`src/rtl/dmem_pkg.sv`:
```
// dmem_pkg: shared entry type, constants and byte-enable helper for the data-memory write buffer.
package dmem_pkg;
  localparam int DMEM_AW = 16;
  localparam logic [3:0] BE_FULL = 4'b1111;
  typedef struct packed {
    logic [DMEM_AW-3:0] addr;
    logic [31:0]        data;
    logic [3:0]         be;
  } wbuf_entry_t;
  // Both or neither partial-store flags mean a full-word store.
  function automatic logic [3:0] calc_be(input logic [1:0] ofs, input logic wl, input logic wr);
    return (wl == wr) ? BE_FULL : wl ? BE_FULL << ofs : BE_FULL >> (2'd3 - ofs);
  endfunction
endpackage

```
`src/rtl/wbuf_fwd.sv`:
```
// wbuf_fwd: per-lane search of the valid write-buffer entries for the youngest byte matching a load word.
module wbuf_fwd
  import dmem_pkg::*;
#(
  parameter  int DEPTH = 4,
  localparam int PW    = $clog2(DEPTH)
) (
  input  wbuf_entry_t        i_ents [DEPTH],
  input  logic [PW-1:0]      i_head,
  input  logic [PW:0]        i_count,
  input  logic [DMEM_AW-3:0] i_addr,
  output logic [31:0]        o_data,
  output logic [3:0]         o_mask
);
  // Walk oldest to youngest so a later match overwrites an earlier one.
  always_comb begin
    o_data = '0;
    o_mask = '0;
    for (int i = 0; i < DEPTH; i++) begin
      for (int b = 0; b < 4; b++) begin
        if ((PW+1)'(i) < i_count && i_ents[i_head + PW'(i)].addr == i_addr && i_ents[i_head + PW'(i)].be[b]) begin
          o_mask[b]       = 1'b1;
          o_data[8*b +: 8] = i_ents[i_head + PW'(i)].data[8*b +: 8];
        end
      end
    end
  end
endmodule

```
`src/rtl/dmem_wbuf.sv`:
```
// dmem_wbuf: M-stage data-memory front end with a posted write buffer and per-byte load forwarding.
// Optional store coalescing into the youngest entry is enabled by defining DMEM_WBUF_COALESCE_EN.
module dmem_wbuf
  import dmem_pkg::*;
#(
  parameter int DEPTH = 4,
  parameter int AW    = DMEM_AW
) (
  input  logic          Clock,
  input  logic          nReset,
  input  logic [AW-1:0] MemAddr,
  input  logic          MemRead,
  input  logic          MemWrite,
  input  logic          WriteL,
  input  logic          WriteR,
  input  logic [31:0]   WriteData,
  output logic [31:0]   MemData,
  output logic [AW-3:0] SramAddr,
  output logic [31:0]   SramWData,
  output logic [3:0]    SramBE,
  output logic          SramWE,
  output logic          SramRE,
  input  logic          SramGnt,
  input  logic [31:0]   SramRData,
  output logic          WbufFull,
  output logic          WbufEmpty,
  output logic          Overflow
);
  localparam int PW = $clog2(DEPTH);

  wbuf_entry_t   r_buf [DEPTH];
  logic [PW-1:0] r_head, r_tail;
  logic [PW:0]   r_count;
  logic          r_ovf, r_ld_pend;
  logic [31:0]   r_fwd_data;
  logic [3:0]    r_fwd_mask;

  logic [AW-3:0] w_waddr;
  logic [3:0]    w_be;
  logic          w_drain, w_merge, w_enq, w_drop;
  wbuf_entry_t   w_head_ent;
  logic [31:0]   w_fwd_data;
  logic [3:0]    w_fwd_mask;

  assign w_waddr    = MemAddr[AW-1:2];
  assign w_be       = calc_be(MemAddr[1:0], WriteL, WriteR);
  assign w_head_ent = r_buf[r_head];
  assign WbufEmpty  = r_count == '0;
  assign WbufFull   = r_count == (PW+1)'(DEPTH);
  assign Overflow   = r_ovf;

  // A load owns the port; the buffer only drains on a granted non-load cycle.
  assign w_drain   = !MemRead && !WbufEmpty && SramGnt;
  assign SramRE    = MemRead;
  assign SramWE    = w_drain;
  assign SramAddr  = MemRead ? w_waddr : w_head_ent.addr;
  assign SramWData = w_head_ent.data;
  assign SramBE    = w_drain ? w_head_ent.be : 4'h0;

`ifdef DMEM_WBUF_COALESCE_EN
  logic [PW-1:0] w_young;
  wbuf_entry_t   w_mrg;
  assign w_young = r_tail - PW'(1);
  assign w_merge = MemWrite && !WbufEmpty && r_buf[w_young].addr == w_waddr && !(w_drain && w_young == r_head);
  always_comb begin
    w_mrg    = r_buf[w_young];
    w_mrg.be = w_mrg.be | w_be;
    for (int b = 0; b < 4; b++)
      w_mrg.data[8*b +: 8] = w_be[b] ? WriteData[8*b +: 8] : w_mrg.data[8*b +: 8];
  end
`else
  assign w_merge = 1'b0;
`endif

  assign w_enq  = MemWrite && !w_merge && (!WbufFull || w_drain);
  assign w_drop = MemWrite && !w_merge && WbufFull && !w_drain;

  always_ff @(posedge Clock or negedge nReset) begin
    if (!nReset) begin
      r_head  <= '0;
      r_tail  <= '0;
      r_count <= '0;
      r_ovf   <= 1'b0;
    end else begin
      if (w_drain) r_head <= r_head + PW'(1);
      if (w_enq) r_tail <= r_tail + PW'(1);
      r_count <= r_count + (PW+1)'(w_enq) - (PW+1)'(w_drain);
      if (w_drop) r_ovf <= 1'b1;
    end
  end

  // Entry payload needs no reset: validity comes solely from head/count.
  always_ff @(posedge Clock) begin
    if (w_enq) r_buf[r_tail] <= '{addr: w_waddr, data: WriteData, be: w_be};
`ifdef DMEM_WBUF_COALESCE_EN
    else if (w_merge) r_buf[w_young] <= w_mrg;
`endif
  end

  wbuf_fwd #(.DEPTH(DEPTH)) u_fwd (
    .i_ents  (r_buf),
    .i_head  (r_head),
    .i_count (r_count),
    .i_addr  (w_waddr),
    .o_data  (w_fwd_data),
    .o_mask  (w_fwd_mask)
  );

  always_ff @(posedge Clock or negedge nReset) begin
    if (!nReset) begin
      r_ld_pend  <= 1'b0;
      r_fwd_mask <= '0;
      r_fwd_data <= '0;
    end else begin
      r_ld_pend  <= MemRead;
      r_fwd_mask <= MemRead ? w_fwd_mask : 4'h0;
      r_fwd_data <= w_fwd_data;
    end
  end

  always_comb begin
    MemData = '0;
    for (int b = 0; b < 4; b++)
      MemData[8*b +: 8] = !r_ld_pend ? 8'h00 : r_fwd_mask[b] ? r_fwd_data[8*b +: 8] : SramRData[8*b +: 8];
  end
endmodule

```
`config.mk`:
```
export PLATFORM = sky130hd
export DESIGN_NAME = dmem_wbuf
export DESIGN_NICKNAME = d
export VERILOG_FILES = /design/src/rtl/dmem_pkg.sv /design/src/rtl/wbuf_fwd.sv /design/src/rtl/dmem_wbuf.sv
export SDC_FILE = /design/constraint.sdc
export NUM_CORES = 1
export LEC_CHECK = 0
export CORE_UTILIZATION = 51
export DETAILED_ROUTE_END_ITERATION = 16
export DONT_BUFFER_PORTS = 1
export PLACE_DENSITY = 0.65
export SLEW_MARGIN = 0
export SYNTH_ARGS = -nofsm -noshare
export SYNTH_HDL_FRONTEND = slang
export SYNTH_SLANG_ARGS = --single-unit
```
`constraint.sdc`:
```
create_clock -name Clock -period 3.32 [get_ports Clock]
set_input_delay 0.332 -clock Clock [delete_from_list [all_inputs] [get_ports Clock]]
set_output_delay 0.332 -clock Clock [all_outputs]
set_load 0.01 [all_outputs]
```
==> impl_metrics.toml <==
[setup_path]
critPathKind = "reg -> reg"
cp-start-kind = "register"
worstRegToRegCells = 12
critPathArrivalTime_ns = 3.76
rr_startpoint = "r_head[1]"
critPathMaxFanout = 12
end_kind = "register"
required_ns = 3.83
r2r_end = "r_fwd_data[24]"
ff2ff_setup_slack_ns = 0.07

[die]
start_util_pct = 51.91
die_x_um = 172.9
rows = 62
core_mm2 = 0.02870
die_area_mm2 = 0.02990
io_pins = 174
die_h_um = 172.9

[synth]
ys_seq_area_share_pct = 47.87
synth_edf_count = 200
synth_top_cells_by_area = "edfxtp_1 (40%), mux2i_1 (14%), dfrtp_1 (7.6%), mux4_2 (3.6%), mux2_2 (3.4%)"
yosys.area.top_type = "edfxtp_1"
yosys_warnings = 0
postSynthAreaPerCell_um2 = 12.18
synth_ff_type = "edfxtp_1"
ys_types = 81
syn_area_mm2 = 0.01490
synth_top_area_share_pct = 40.31
async_flop_share_pct = 18.37
syn_nets = 1319
postSynthCellCount = 1223
synth-seq-cells = 245

[placed_design]
dpl_cell_area_mm2 = 0.01550
io_buffers = 0
hpwlAfterDp_um = 25190
dp.cells = 1579
pre_cts_ws_ns = -0.07644
place_congestion = 0.8877

[cells_and_area]
layout-drive-gt1-share_pct = 18.81
final_area_mm2 = 0.01729
fillCellCount = 2284
area_growth_pct = 16.05
fin_cells = 1698
nNetsFinal = 1387
final_util_pct = 60.24

[timing]
hold_viol = 0
fin_skew_ns = 0.007273
tns_ns = 0
rsz0062_at_grt = "true"
holdWs_ns = 0.05698
worst_slew_pin_slew_ns = 0.9438
period_share_pct = 98.04
slew_viol_final = 0
setup_viol = 0
max_slew_margin_pct = 37.08
max_freq_ghz = 0.3072
post-route-min-period_ns = 3.255
setup_ws_ns = 0.06508

[hold_path]
holdCritStartpoint = "WriteR"
holdCritPathClass = "in -> reg"
holdPathEnd = "r_buf[103]"
holdPathStages = 1

[detailed_routing]
top_layer_used = "met4"
wirelength_met1_um = 17520
post_drt_wl_per_cell_um = 23.33
wl_met3_um = 2692
first_pass_iters = 5
vias_per_cell = 6.393
drc = 0
wl_met2_um = 18620
drt_iter0_markers = 969
ant_nets = 0
dr_total_vias = 10855
totalWireLength_um = 39620

[power]
total_power_mw = 14.44
powerDensity_mw_per_mm2 = 835.2
leakage_nw = 6.499
peakVddDrop_mv = 0.5599

[clocking]
numCtsBuffers = 28
path_clk_slew_ns = 0.06
h-tree-depth = 1
clock-sinks = 245
cts_tree = "done"
cts.path.max_buffers = 3
clkLatencyLatePin_ns = 0.56
cts-root-buf = "clkbuf_16"

[status]
status = "completed"

[grt]
grt_overflow_total = 0
grt_pass1_vias = 10374
grt_util_all_layers_pct = 25.81
grt_pass1_wl_um = 60770
grt_max_degree = 105
antenna_found_initial = 1

[job]
cap_violations = 0
## cells in the final DEF (no fill, tap or decap), types with 12 or more instances in the layout
cell	count
and3_1	13
a221oi_1	28
mux2i_1	207
dlygate4sd3_1	49
edfxtp_1	200
nand3_1	16
nand2_1	100
xnor2_1	33
mux2_2	45
inv_1	18
nor2_1	45
a21oi_1	34
buf_4	63
clkbuf_16	29
o221ai_1	21
a211o_1	13
o21ai_0	20
nor2b_1	46
buf_12	12
and2_1	13
xor2_1	14
dfrtp_1	43
mux4_2	24
## final cells by class
type / count / area (µm²) / area share, %
flip-flops and latches: 245 / 7139 / 41.29
multi-input cells: 862 / 7249 / 41.93
diodes: 1 / 2.502 / 0.01447
inverters: 19 / 73.82 / 0.4269
repair buffers: 135 / 1425 / 8.242
clock buffers: 40 / 805.8 / 4.660
well taps: 384 / 480.5 / 2.779
clock inverters: 12 / 113.9 / 0.6585
## how the worst max path moves through the flow
stage,slack (ns),depth (start not counted),endpoint,from
after CTS,0.01,11,r_fwd_data[18],r_head[1]
after floorplan,0.40,13,r_fwd_data[16],r_head[0]
final,0.07,12,r_fwd_data[24],r_head[1]
after detailed placement,-0.08,11,r_fwd_data[18],r_head[1]
after global placement,-0.06,10,r_fwd_data[9],r_head[0]
after global routing,-0.03,13,r_fwd_data[9],r_head[1]
## worst max-delay path, cell delays in order (launching register included)
cell      delay (ns)
dfrtp_4         0.48
buf_12          0.15
buf_4           0.15
mux4_2          0.44
nor2b_4         0.15
or4_4           0.52
a21oi_2         0.14
and3_1          0.22
buf_12          0.14
a211oi_1        0.07
buf_4           0.21
a221oi_1        0.31
o22a_1          0.19
## cells by family after synthesis
logic type,Yosys count,synth area share (%)
AOI/OAI and AO/OA,228,12.00
DFF,245,47.87
muxes,282,21.37
and+or+nand+nor,291,10.40
buffers and inverters,116,4.442
xor gates and xnor gates,52,3.107
adders and majority gates,9,0.8062
## state kept, by name, indices dropped and copies added, names as in the netlist
signal and cells:
r_buf 200, r_tail 2, Overflow 1, r_fwd_data 32, r_fwd_mask 4, r_head 2
r_ld_pend 1, r_count 3
## layer usage
metal	track usage, %	up-vias
met2	42.12	419
met1	36.22	5489
met5	0	-
met4	5.678	0
li1	-	4882
met3	4.354	65
## where the power goes
| part | switching (mW) | internal [mW] |
|---|---|---|
| clock | 1.27 | 1.77 |
| combinational | 4.15 | 3.02 |
| sequential | 0.301 | 3.94 |
## repair_timing
item	4_1_cts	5_1_grt
resized for setup	4	29
gates cloned	1	1
setup endpoints to repair	22	34
hold endpoints to repair	233	0
pin swaps	0	5
hold buffers	50	0
buffers inserted	5	9
## Yosys cell counts, types with 6 or more instances
cell	number
xor2_1	14
edfxtp_1	200
o22a_1	6
nor3_1	8
buf_2	27
a22oi_1	6
dfrtp_1	45
a221o_1	11
o221ai_1	21
a211o_1	13
o21ai_0	21
buf_1	13
nor2b_1	46
nor2_1	45
buf_4	11
xnor2_1	37
a32oi_1	9
nand3_1	16
nand4_1	8
ha_1	8
nand2_1	100
o32a_1	8
a221oi_1	32
inv_1	18
and3_1	17
mux2_2	45
buf_6	12
mux2i_1	212
clkbuf_1	29
nor3b_1	11
a31oi_1	9
and2_1	14
a21oi_1	34
mux4_2	24
Note: power is estimated with default switching activity, not from simulation.
